## src/rtl/multiword_add_seq_if.sv

```systemverilog
// Stream bundle for the multi-word add/sub engine: an operand-pair input stream
// and a result-word output stream, each with its own valid/ready handshake.
interface multiword_add_seq_if;
  logic        in_valid;
  logic        in_ready;
  logic [31:0] in_a;
  logic [31:0] in_b;
  logic        in_sub;
  logic        in_last;
  logic        out_valid;
  logic        out_ready;
  logic [31:0] out_sum;
  logic        out_last;
  logic        out_cout;
  logic        out_ovf;
  logic        out_err;

  modport slave (
    input  in_valid, in_a, in_b, in_sub, in_last, out_ready,
    output in_ready, out_valid, out_sum, out_last, out_cout, out_ovf, out_err
  );

  modport master (
    output in_valid, in_a, in_b, in_sub, in_last, out_ready,
    input  in_ready, out_valid, out_sum, out_last, out_cout, out_ovf, out_err
  );
endinterface

```

## src/rtl/multiword_add_seq.sv

```systemverilog
// Sequential multi-word add/subtract engine: streams 32-bit word pairs LSW first
// through one 32-bit carry-lookahead adder, chaining the carry between beats.
module cla32btadder (
  input  logic [31:0] a,
  input  logic [31:0] b,
  input  logic        cin,
  output logic [31:0] sum,
  output logic        cout
);
  logic [31:0] g;
  logic [31:0] p;
  logic [32:0] c;
  logic [7:0]  gg;
  logic [7:0]  gp;

  always_comb begin
    // NOTE: every variable gets a default at the top so no path leaves it unassigned (no latch).
    g  = a & b;
    p  = a ^ b;
    c  = '0;
    gg = '0;
    gp = '0;
    c[0] = cin;
    // Eight 4-bit lookahead groups; group generate/propagate form the next group carry.
    for (int blk = 0; blk < 8; blk++) begin
      c[blk*4+1] = g[blk*4] | (p[blk*4] & c[blk*4]);
      c[blk*4+2] = g[blk*4+1] | (p[blk*4+1] & g[blk*4])
                 | (p[blk*4+1] & p[blk*4] & c[blk*4]);
      c[blk*4+3] = g[blk*4+2] | (p[blk*4+2] & g[blk*4+1])
                 | (p[blk*4+2] & p[blk*4+1] & g[blk*4])
                 | (p[blk*4+2] & p[blk*4+1] & p[blk*4] & c[blk*4]);
      gg[blk]    = g[blk*4+3] | (p[blk*4+3] & g[blk*4+2])
                 | (p[blk*4+3] & p[blk*4+2] & g[blk*4+1])
                 | (p[blk*4+3] & p[blk*4+2] & p[blk*4+1] & g[blk*4]);
      gp[blk]    = &p[blk*4 +: 4];
      c[blk*4+4] = gg[blk] | (gp[blk] & c[blk*4]);
    end
    sum  = p ^ c[31:0];
    cout = c[32];
  end
endmodule

module multiword_add_seq #(
  parameter int MAX_BEATS = 8,
  parameter int CNT_W     = 3
) (
  input  logic                clk,
  input  logic                rst,
  multiword_add_seq_if.slave  bus,
  output logic                busy
);
  typedef enum logic {IDLE, ACTIVE} state_t;

  state_t             state;
  logic [CNT_W-1:0]   beat_cnt;
  logic               carry_q;
  logic               sub_q;

  logic               acc;
  logic               eff_sub;
  logic               term;
  logic               cin;
  logic [31:0]        b_eff;
  logic [31:0]        sum;
  logic               cout;

  // Ready passes out_ready straight through so a draining output slot refills in the same cycle.
  assign bus.in_ready = !bus.out_valid || bus.out_ready;
  assign acc          = bus.in_valid && bus.in_ready;

  // Mode and carry-in come from the live inputs on a first beat, from stored state afterwards.
  assign eff_sub = (state == IDLE) ? bus.in_sub : sub_q;
  assign b_eff   = eff_sub ? ~bus.in_b : bus.in_b;
  assign cin     = (state == IDLE) ? bus.in_sub : carry_q;
  assign term    = bus.in_last || (beat_cnt == CNT_W'(MAX_BEATS - 1));
  assign busy    = (state == ACTIVE);

  cla32btadder u_adder (
    .a    (bus.in_a),
    .b    (b_eff),
    .cin  (cin),
    .sum  (sum),
    .cout (cout)
  );

  // NOTE: sequential state uses non-blocking assignments so every register samples pre-edge values.
  always_ff @(posedge clk) begin
    if (rst) begin
      state         <= IDLE;
      beat_cnt      <= '0;
      carry_q       <= 1'b0;
      sub_q         <= 1'b0;
      bus.out_valid <= 1'b0;
      bus.out_sum   <= '0;
      bus.out_last  <= 1'b0;
      bus.out_cout  <= 1'b0;
      bus.out_ovf   <= 1'b0;
      bus.out_err   <= 1'b0;
    end else if (acc) begin
      bus.out_valid <= 1'b1;
      bus.out_sum   <= sum;
      bus.out_last  <= term;
      bus.out_cout  <= term ? cout : 1'b0;
      bus.out_ovf   <= term ? ((bus.in_a[31] == b_eff[31]) && (sum[31] != bus.in_a[31])) : 1'b0;
      bus.out_err   <= term && !bus.in_last;
      carry_q       <= cout;
      if (state == IDLE) begin
        sub_q    <= bus.in_sub;
        state    <= term ? IDLE : ACTIVE;
        beat_cnt <= term ? '0 : CNT_W'(1);
      end else begin
        state    <= term ? IDLE : ACTIVE;
        beat_cnt <= term ? '0 : beat_cnt + CNT_W'(1);
      end
    end else if (bus.out_ready) begin
      bus.out_valid <= 1'b0;
    end
  end
endmodule

```

## src/flat_wrapper.sv

```systemverilog
// flat-port wrapper written by rule: the top's interface ports become plain ports
module multiword_add_seq_flat 
#(
  parameter int MAX_BEATS = 8,
  parameter int CNT_W     = 3
)
  (clk, rst, busy, bus_in_valid, bus_in_a, bus_in_b, bus_in_sub, bus_in_last, bus_out_ready, bus_in_ready, bus_out_valid, bus_out_sum, bus_out_last, bus_out_cout, bus_out_ovf, bus_out_err);
  multiword_add_seq_if bus_i ();
  input  logic clk;
  input  logic rst;
  output logic busy;
  input wire logic [$bits(bus_i.in_valid)-1:0] bus_in_valid;
  input wire logic [$bits(bus_i.in_a)-1:0] bus_in_a;
  input wire logic [$bits(bus_i.in_b)-1:0] bus_in_b;
  input wire logic [$bits(bus_i.in_sub)-1:0] bus_in_sub;
  input wire logic [$bits(bus_i.in_last)-1:0] bus_in_last;
  input wire logic [$bits(bus_i.out_ready)-1:0] bus_out_ready;
  output wire logic [$bits(bus_i.in_ready)-1:0] bus_in_ready;
  output wire logic [$bits(bus_i.out_valid)-1:0] bus_out_valid;
  output wire logic [$bits(bus_i.out_sum)-1:0] bus_out_sum;
  output wire logic [$bits(bus_i.out_last)-1:0] bus_out_last;
  output wire logic [$bits(bus_i.out_cout)-1:0] bus_out_cout;
  output wire logic [$bits(bus_i.out_ovf)-1:0] bus_out_ovf;
  output wire logic [$bits(bus_i.out_err)-1:0] bus_out_err;
  assign bus_i.in_valid = bus_in_valid;
  assign bus_i.in_a = bus_in_a;
  assign bus_i.in_b = bus_in_b;
  assign bus_i.in_sub = bus_in_sub;
  assign bus_i.in_last = bus_in_last;
  assign bus_i.out_ready = bus_out_ready;
  assign bus_in_ready = bus_i.in_ready;
  assign bus_out_valid = bus_i.out_valid;
  assign bus_out_sum = bus_i.out_sum;
  assign bus_out_last = bus_i.out_last;
  assign bus_out_cout = bus_i.out_cout;
  assign bus_out_ovf = bus_i.out_ovf;
  assign bus_out_err = bus_i.out_err;
  multiword_add_seq #(.MAX_BEATS(MAX_BEATS), .CNT_W(CNT_W)) u_core (.clk(clk), .rst(rst), .bus(bus_i), .busy(busy));
endmodule
```

## config.mk

```make
export PLATFORM = sky130hd
export DESIGN_NAME = multiword_add_seq_flat
export DESIGN_NICKNAME = d
export VERILOG_FILES = /design/src/rtl/multiword_add_seq_if.sv /design/src/rtl/multiword_add_seq.sv /design/src/flat_wrapper.sv
export SDC_FILE = /design/constraint.sdc
export NUM_CORES = 1
export LEC_CHECK = 0
export CAP_MARGIN = 15
export CORE_AREA = 2 2 83 85
export CTS_CLUSTER_DIAMETER = 80
export DETAILED_ROUTE_END_ITERATION = 8
export DIE_AREA = 0 0 85 87
export PLACE_DENSITY_LB_ADDON = 0.05
export SYNTH_ARGS = -nofsm -noshare
export SYNTH_HDL_FRONTEND = slang
export SYNTH_SLANG_ARGS = --single-unit
```

## constraint.sdc

```tcl
create_clock -name clk -period 10.7 [get_ports clk]
set_input_delay 1.07 -clock clk [delete_from_list [all_inputs] [get_ports clk]]
set_output_delay 1.07 -clock clk [all_outputs]
set_load 0.02 [all_outputs]
```

==> results of run 1 <==
==> where the power goes <==
group | switching, mW | internal [mW] | leakage, nW
clock | 0.0604 | 0.0455 | 0.0402
sequential | 0.0110 | 0.180 | 0.354
combinational | 0.140 | 0.141 | 1.41
total | 0.212 | 0.366 | 1.80
==> sequential cells by signal, indices dropped and copies added (netlist names) <==
| signal | flops |
|---|---|
| u_core.bus.out_sum | 32 |
| u_core.beat_cnt | 3 |
| u_core.bus.out_cout | 1 |
| u_core.bus.out_err | 1 |
| u_core.bus.out_last | 1 |
| u_core.bus.out_ovf | 1 |
| u_core.bus.out_valid | 1 |
| u_core.busy | 1 |
| u_core.carry_q | 1 |
| u_core.sub_q | 1 |
==> critical path, delay by kind of cell <==
| kind | cells | cell delay (ns) |
|---|---|---|
| xor gates and xnor gates | 1 | 0.19 |
| buffers and inverters | 3 | 1.03 |
| muxes | 1 | 0.16 |
| adders and majority gates | 2 | 0.72 |
| AOI/OAI and AO/OA | 8 | 1.94 |
==> stage by stage <==
stage	hold WS, ns	total power, mW	utilization [%]
floorplan	0.458	0.377	-
global placement	0.437	0.471	65.0
detailed placement	0.443	0.476	65.0
CTS	0.454	0.584	66.4
global route	0.473	0.620	66.4
finish	0.452	0.578	66.4
==> metal layers <==
metal	wire length [um]	track usage, %	part of all wire (%)
met3	448	4.45	6.1
met2	3470	35.2	48
met5	0	0	0
met1	3280	24.2	45
met4	93	5.92	1.3
==> cell families after synthesis <==
group                    Yosys count  share of synthesized area (%)
AO/OA/AOI/OAI                     90                           19.5
multiplexers                       3                           1.37
buffers and inverters             43                           5.23
AND/OR/NAND/NOR                   86                           12.2
XOR/XNOR                          54                           15.2
flip-flops                        43                           27.7
adder cells (fa/ha/maj)           42                           18.8
==> worst max path at each step <==
stage	from	to	slack, ns	cells past startpoint
floorplan	bus_in_sub	u_core.bus.out_sum[28]	6.13	14
global placement	bus_in_sub	u_core.bus.out_sum[28]	5.60	15
finish	bus_in_sub	u_core.bus.out_sum[28]	5.80	15
CTS	bus_in_sub	u_core.bus.out_sum[29]	5.77	17
detailed placement	bus_in_sub	u_core.bus.out_sum[29]	5.46	17
global route	bus_in_sub	u_core.bus.out_sum[28]	5.44	15
==> cell type report <==
class                   count  share of cell area [%]
multi-input cells         275                    48.1
flip-flops and latches     43                    19.7
well taps                  80                    2.29
repair buffers            112                    25.5
clock buffers               5                    1.58
clock inverters             3                   0.459
inverters                  27                    2.32
==> layout by cell type (no fill, tap or decap), types with 4 or more instances in the layout <==
cell             netlist  routed
a21oi_1               30      30
inv_1                 27      27
clkdlybuf4s50_1        0     108
a31oi_1                4       4
nand2_1               36      36
o21ai_0                9       9
a21o_1                 9       9
xnor2_1               46      46
a22o_1                 9       9
fa_1                   8       8
ha_1                  34      34
nor3_1                 5       5
o21bai_1               4       4
xor2_1                 8       8
buf_4                  0       4
a211oi_1              12      12
dfxtp_1               43      43
nor2_1                28      28
clkbuf_8               0       5
nand4_1                4       4
==> impl_metrics.json, run 1 <==
{
  "crit_path_frequent_cell": "a41o_1",
  "antenna_left": 0,
  "place_area_sq_um": 4270,
  "synthCells": 361,
  "min_to": "u_core.bus.out_sum[26]",
  "rows": 30,
  "wl_per_cell_um": 13.4,
  "max_freq_mhz": 204,
  "final-max-slew-violation-count": 0,
  "ys_types": 41,
  "ys_seq_area_share_pct": 27.7,
  "cts_tree": "yes",
  "reg2regPathDepth": 14,
  "syn_area_per_cell_sq_um": 8.62,
  "crit_path_max_incr_delay_ns": 0.50,
  "crit_chain": "clkdlybuf4s50_1 -> mux2i_4 -> buf_4 -> xnor2_1 -> ha_1 -> a21oi_1 -> o22ai_1 -> a311oi_2 -> a31oi_1 -> a41o_1 -> a41o_1 -> a21o_1 -> inv_1 -> fa_1 -> a211oi_1",
  "drt-total-wl_um": 7290,
  "hold_class": "register to register",
  "hold_depth": 2,
  "drive_above_1_share_pct": 3.23,
  "rsz0062_at_grt": "false",
  "required_ns": 10.93,
  "hpwlAfterDp_um": 5600,
  "first_iter_violations": 46,
  "clkSinkCount": 43,
  "yosysTopAreaCellShare_pct": 27.7,
  "cts.htree.levels": 2,
  "clock_latency_ns": 0.30,
  "worstReg2RegEnd": "u_core.bus.out_sum[28]",
  "start_kind": "input pin",
  "slew_headroom_pct": 42.1,
  "yosys.area.top_type": "dfxtp_1",
  "dr_total_vias": 2822,
  "clock_path_buffers": 2,
  "antenna_cells": 0,
  "postCtsSetupBuffers": 0,
  "grt_use_total_pct": 19.9,
  "dieHeight_um": 87,
  "grt_pass1_vias": 2639,
  "antenna_found_initial": 0,
  "port_buffers": 108,
  "finalNonFillerCells": 545,
  "r2r_slack_ns": 6.37,
  "fill_cells": 568,
  "synthesis.area_sq_um": 3110,
  "final-seq-area_sq_um": 861,
  "cts-buffers-inserted": 5,
  "ios": 109,
  "dpl_worst_slack_ns": 5.46,
  "drtPass1Iterations": 4,
  "initial_core_util_pct": 47.4,
  "hold_buffers": 0,
  "post-synth-top-count-cell": "xnor2_1",
  "gp_congestion": 0.845,
  "synth_fp_nets": 473,
  "overflow": 0,
  "die_w_um": 85,
  "fin_setup_tns_ns": 0,
  "viasPerCell": 5.18,
  "fin_skew_ns": 0.00491,
  "status": "complete, no violations",
  "netlist_top_cells_area": "dfxtp_1, ha_1, xnor2_1, fa_1, a21oi_1",
  "reg2reg_from": "u_core.busy",
  "setup_viol": 0,
  "maxCapViolCount": 0,
  "cts_root_buf": "clkbuf_8",
  "dieArea_sq_um": 7400,
  "fp.coreArea_sq_um": 6570,
  "cp_max_fo": 33,
  "ctsResizeCount": 0,
  "path_clk_slew_ns": 0.09,
  "dp.cells": 537,
  "final.min_clock_period_ns": 4.90,
  "critPathArrivalTime_ns": 5.13,
  "post-route-period-util_pct": 45.8,
  "hold_viol": 0,
  "multi_input_area_sq_um": 2100,
  "yosys_most_used_dff": "dfxtp_1",
  "cpMaxStageDelayCell": "clkdlybuf4s50_1",
  "design_area_sq_um": 4360,
  "area_growth_pct": 40.2,
  "yosysWarnings": 0,
  "critPathKind": "input pin to register",
  "async_flop_share_pct": 0,
  "ys_top_cells_by_count": "xnor2_1, dfxtp_1, nand2_1, ha_1, a21oi_1",
  "p_per_area_nw_per_um2": 132,
  "p_leak_nw": 1.80,
  "grt_max_degree": 37,
  "nets": 576,
  "critical_path.endpoint_type": "register",
  "hp-start": "u_core.bus.out_sum[26]",
  "grt_pass1_wl_um": 11900,
  "ir_worst_vdd_mv": 0.0718,
  "drc_errors": 0,
  "worst_pin_slew_ns": 0.866,
  "fin_ws_ns": 5.80,
  "ys_ff_latch": 43,
  "synth_edf_count": 0
}
Note: power is estimated with default switching activity, not from simulation.
==> run 2, diff against run 1 <==
- CORE_AREA: 2 2 83 85 -> 2 2 86 88
- DIE_AREA: 0 0 85 87 -> 0 0 88 90
- clock period: 10.7 -> 5.1 ns (I/O delays scaled with it)
==> run 2 against run 1 <==
  * Clock power increased to 2.6 times the previous value
  * Clock skew up 0.0048 ns
  * First-iteration DRC count is 78% higher
  * Global-route usage is 0.086 points higher
  * Register-to-register slack worse by 5.5 ns
  * Sequential power up 110%
  * Cell count grew 3.7%
  * Via count is 0.60% higher
  * Combinational power is 110% higher
  * Final area increased by 1.3%
  * Power is 120% higher
==> impl_metrics.json, run 2 (same netlist as run 1, synthesis figures left out) <==
{
  "rows": 31,
  "reg2reg_from": "u_core.busy",
  "final-max-slew-violation-count": 0,
  "cpMaxStageDelayCell": "clkdlybuf4s50_1",
  "r2r_slack_ns": 0.88,
  "hp-start": "u_core.bus.out_err",
  "hpwlAfterDp_um": 5830,
  "setup_viol": 0,
  "start_kind": "input pin",
  "crit_chain": "clkdlybuf4s50_1 -> mux2i_4 -> buf_4 -> xnor2_1 -> ha_1 -> a21oi_1 -> o22ai_1 -> a311oi_2 -> a31oi_1 -> a41o_1 -> a41o_1 -> a21o_1 -> inv_1 -> fa_1 -> a211oi_1",
  "max_freq_mhz": 237,
  "overflow": 0,
  "gp_congestion": 0.794,
  "fin_skew_ns": 0.00969,
  "hold_buffers": 0,
  "worst_pin_slew_ns": 0.985,
  "antenna_found_initial": 0,
  "clkSinkCount": 43,
  "largestRegisters": "u_core.bus.out_sum x32, u_core.beat_cnt x3",
  "cts-buffers-inserted": 5,
  "reg2regPathDepth": 14,
  "cts_tree": "yes",
  "maxCapViolCount": 0,
  "design_area_sq_um": 4420,
  "antenna_cells": 0,
  "largest_reg_flops": 32,
  "critical_path.endpoint_type": "register",
  "fin_ws_ns": 0.873,
  "cts_root_buf": "clkbuf_8",
  "grt_pass1_vias": 2904,
  "postCtsSetupBuffers": 0,
  "ir_worst_vdd_mv": 0.142,
  "fp.coreArea_sq_um": 7020,
  "drive_above_1_share_pct": 3.43,
  "place_area_sq_um": 4300,
  "mostFrequentLayoutCells": "clkdlybuf4s50_1, xnor2_1, dfxtp_1",
  "dieArea_sq_um": 7920,
  "fin_setup_tns_ns": 0,
  "cp_max_fo": 21,
  "dpl_worst_slack_ns": 0.581,
  "area_growth_pct": 42.0,
  "hold_class": "register to register",
  "clock_latency_ns": 0.30,
  "grt_max_degree": 37,
  "crit_path_frequent_cell": "a41o_1",
  "crit_path_max_incr_delay_ns": 0.50,
  "post-route-period-util_pct": 82.9,
  "slew_headroom_pct": 34.1,
  "required_ns": 5.32,
  "p_leak_nw": 1.83,
  "cts.htree.levels": 2,
  "status": "complete, no violations",
  "dr_total_vias": 2839,
  "viasPerCell": 5.02,
  "drtPass1Iterations": 4,
  "top_register": "u_core.bus.out_sum",
  "drt-total-wl_um": 7590,
  "die_w_um": 88,
  "port_buffers": 108,
  "hold_depth": 2,
  "final.min_clock_period_ns": 4.23,
  "rsz0062_at_grt": "false",
  "hold_viol": 0,
  "critPathArrivalTime_ns": 4.45,
  "ctsResizeCount": 0,
  "first_iter_violations": 82,
  "dieHeight_um": 90,
  "drc_errors": 0,
  "clock_path_buffers": 2,
  "wl_per_cell_um": 13.4,
  "grt_use_total_pct": 20.0,
  "min_to": "u_core.bus.out_err",
  "critPathKind": "input pin to register",
  "antenna_left": 0,
  "worstReg2RegEnd": "u_core.bus.out_sum[28]",
  "nets": 577,
  "ios": 109,
  "path_clk_slew_ns": 0.09,
  "p_per_area_nw_per_um2": 287,
  "final_common_cell": "clkdlybuf4s50_1",
  "initial_core_util_pct": 44.3,
  "grt_pass1_wl_um": 12800
}
-- run 2: worst max-delay path by stage --
stage,start,endpoint,slack (ns),cells after the start
floorplan,u_core.busy,u_core.bus.out_sum[28],0.87,15
global placement,bus_in_sub,u_core.bus.out_sum[28],0.71,15
detailed placement,bus_in_sub,u_core.bus.out_sum[29],0.58,17
CTS,u_core.busy,u_core.bus.out_sum[29],0.85,16
global route,u_core.busy,u_core.bus.out_sum[29],0.51,16
finish,bus_in_sub,u_core.bus.out_sum[28],0.87,15
-- run 2: final cells by class --
type | count | area [sq um]
fill | 661 | 2600
clock buffer | 5 | 68.8
clock inverter | 3 | 43.8
inverter | 27 | 101
timing repair buffer | 113 | 1120
multi-input combinational | 275 | 2100
tap | 99 | 124
sequential | 43 | 861
-- run 2: worst max-delay path: cells and delay by family --
| kind | cells | cell delay (ns) |
|---|---|---|
| muxes | 1 | 0.16 |
| buffers and inverters | 3 | 0.91 |
| AOI/OAI and AO/OA | 8 | 2.01 |
| adders and majority gates | 2 | 0.69 |
| xor gates and xnor gates | 1 | 0.16 |
-- run 2: where the power goes --
part / switching [mW] / internal [mW] / total, mW
logic: 0.294 / 0.296 / 0.590
registers: 0.0252 / 0.378 / 0.403
clock network: 0.126 / 0.146 / 0.272
total: 0.446 / 0.820 / 1.27
-- run 2: stage by stage --
stage | hold slack (ns) | power, mW | std cells | util, %
final | 0.456 | 1.27 | 565 | 62.9
after detailed placement | 0.446 | 1.00 | 557 | 61.3
after floorplan | 0.458 | 0.791 | 361 | -
after global placement | 0.438 | 0.992 | 557 | 61.3
after global routing | 0.471 | 1.36 | 565 | 62.9
after CTS | 0.459 | 1.28 | 565 | 62.9
-- run 2: per-layer routing --
layer	track usage (%)	part of all wire, %	vias up
met3	4.41	6.1	5
li1	-	-	1458
met2	35.3	48	88
met1	24.3	45	1288
met4	4.49	0.84	0
met5	0	0	-
==> run 3, diff against run 2 <==
- CORE_AREA: 2 2 86 88 -> 2 2 91 93
- DIE_AREA: 0 0 88 90 -> 0 0 93 95
- clock period: 5.1 -> 3.69 ns (I/O delays scaled with it)
==> run 3 against run 2 <==
  * Clock skew fell by 0.0038 ns
  * Die area rose by 12%
  * Core utilization fell by 2.2 points
  * Clock power rose by 42%
  * Worst hold slack got worse by 0.0046 ns
  * Register-to-register slack got worse by 0.73 ns
  * Sequential share of layout area fell by 1.5 points
  * Worst setup slack got worse by 0.72 ns
  * First-iteration DRC count fell by 48%
  * Power rose by 49%
  * Cell count rose by 7.3%
  * Clock-buffer cell count rose by 1
==> impl_metrics.json, run 3 (same netlist as run 1, synthesis figures left out) <==
{
  "status": "complete, no violations",
  "path_clk_slew_ns": 0.09,
  "antenna_left": 0,
  "multi_input_area_sq_um": 2170,
  "slew_headroom_pct": 39.4,
  "overflow": 0,
  "dr_total_vias": 2958,
  "area_growth_pct": 54.7,
  "grt_use_total_pct": 18.5,
  "clock_path_buffers": 2,
  "antenna_cells": 0,
  "antenna_found_initial": 0,
  "hold_slack_ns": 0.451,
  "place_area_sq_um": 4570,
  "p_per_area_nw_per_um2": 391,
  "hold_class": "register to register",
  "p_leak_nw": 2.05,
  "cp_num_buf_inv": 2,
  "drc_errors": 0,
  "die_w_um": 93,
  "critical-path-top-delay-family": "compound AO/OA/AOI/OAI gates",
  "setup_viol": 0,
  "pwr-share-clk_pct": 20.6,
  "cp_max_fo": 8,
  "start_kind": "register",
  "final-seq-area_sq_um": 865,
  "crit_path_frequent_cell": "a41o_1",
  "clock_latency_ns": 0.29,
  "first_iter_violations": 43,
  "cts_tree": "yes",
  "internal_power_mw": 1.24,
  "drtPass1Iterations": 4,
  "grt_max_degree": 37,
  "cts.htree.levels": 2,
  "cpMaxStageDelayCell": "fa_2",
  "dieArea_sq_um": 8840,
  "required_ns": 3.91,
  "dieHeight_um": 95,
  "critical_path.endpoint_type": "register",
  "rsz0062_at_grt": "true",
  "critPathArrivalTime_ns": 3.76,
  "mostFrequentLayoutCells": "clkdlybuf4s50_1, xnor2_1, dfxtp_1",
  "post-route-period-util_pct": 95.8,
  "pwr-share-comb_pct": 49.9,
  "fin_skew_ns": 0.00584,
  "power_mw": 1.88,
  "worst_pin_slew_ns": 0.905,
  "critPathKind": "register to register",
  "cts-buffers-inserted": 5,
  "rows": 33,
  "fp.coreArea_sq_um": 7930,
  "grt_pass1_wl_um": 13000,
  "p_sw_mw": 0.640,
  "fill_cells": 745,
  "crit_chain": "mux2i_4 -> buf_12 -> xnor2_2 -> ha_1 -> a21oi_2 -> o22ai_2 -> a311oi_2 -> a31oi_2 -> a41o_1 -> a41o_1 -> a21o_1 -> inv_2 -> fa_2 -> a211oi_2",
  "max_freq_mhz": 283,
  "final_common_cell": "clkdlybuf4s50_1",
  "design_area_sq_um": 4810,
  "crit_path_max_incr_delay_ns": 0.44,
  "ios": 109,
  "drive_above_1_share_pct": 13.4,
  "drt-total-wl_um": 8050,
  "hold_viol": 0,
  "wl_per_cell_um": 13.3,
  "clkSinkCount": 43,
  "final-max-slew-violation-count": 0,
  "nets": 612,
  "viasPerCell": 4.88,
  "p_sw_share_pct": 34.0,
  "maxCapViolCount": 0,
  "top_register": "u_core.bus.out_sum",
  "largestRegisters": "u_core.bus.out_sum x32, u_core.beat_cnt x3",
  "hpwlAfterDp_um": 6190,
  "largest_reg_flops": 32,
  "initial_core_util_pct": 39.2,
  "gp_congestion": 0.803,
  "final.min_clock_period_ns": 3.54,
  "postLayoutCoreUtil_pct": 60.7,
  "ir_worst_vdd_mv": 0.198,
  "grt_pass1_vias": 2860,
  "port_buffers": 108,
  "cts_root_buf": "clkbuf_8",
  "seqPwrFrac_pct": 29.6
}
==> run 3: cell count changes in the layout (fill, tap and decap cells not counted), moves of 2 or more <==
| cell | change |
|---|---|
| a21oi_1 | -3 |
| a211oi_1 | -3 |
| buf_4 | +32 |
| xnor2_1 | -3 |
| xnor2_2 | +3 |
| a211oi_2 | +3 |
| buf_12 | +2 |
| o21ai_0 | -2 |
| a21oi_2 | +3 |
==> run 3: through the flow <==
step	TNS, ns	worst slack [ns]	std cells
after CTS	0	0.0187	601
after floorplan	0	0.00449	361
after detailed placement	-1.52	-0.324	593
after global placement	-0.954	-0.226	593
final	0	0.154	606
after global routing	-0.0408	-0.0408	606
==> run 3: worst register-to-register path: stages (launching register included) <==
cell and delay, ns:
dfxtp_4 0.37, mux2i_4 0.30, buf_12 0.19, xnor2_2 0.06, ha_1 0.35, a21oi_2 0.19
o22ai_2 0.12, a311oi_2 0.35, a31oi_2 0.18, a41o_1 0.23, a41o_1 0.28, a21o_1 0.19
inv_2 0.06, fa_2 0.44, a211oi_2 0.17
==> run 3: repair_timing <==
item,4_1_cts,5_1_grt
setup endpoints to repair,1,8
buffers inserted,0,4
hold buffers,0,0
resized for setup,0,18
pin swaps,1,17
cloned,0,1
==> run 3: final timing paths <==
check,from,to,depth (start not counted),slack [ns]
max,u_core.busy,u_core.bus.out_sum[28],14,0.15
min,u_core.bus.out_err,u_core.bus.out_err,2,0.45
max reg2reg,u_core.busy,u_core.bus.out_sum[28],14,0.15
min reg2reg,u_core.bus.out_err,u_core.bus.out_err,2,0.45
==> run 3: per-layer routing <==
metal  GRT usage (%)  up-vias  share of wire (%)
met2            33.2       75                 49
met3            3.91        2                5.7
met1            22.5     1346                 45
met4            4.53        0               0.51
met5               0        -                  0
li1                -     1535                  -
==> run 3: cell type report <==
cell class	count	share of cell area (%)
clock buffer	6	1.72
tap	105	2.73
multi-input combinational	275	45.1
clock inverter	2	0.728
inverter	27	2.11
sequential	43	18.0
timing repair buffer	148	29.6
==> run 3: power groups by stage <==
stage               combinational [mW]  clock [mW]  sequential, mW
detailed placement               0.899           0           0.566
floorplan                        0.472           0           0.630
global route                      1.03       0.418           0.563
CTS                              0.905       0.405           0.557
finish                           0.937       0.387           0.556
global placement                 0.888           0           0.566
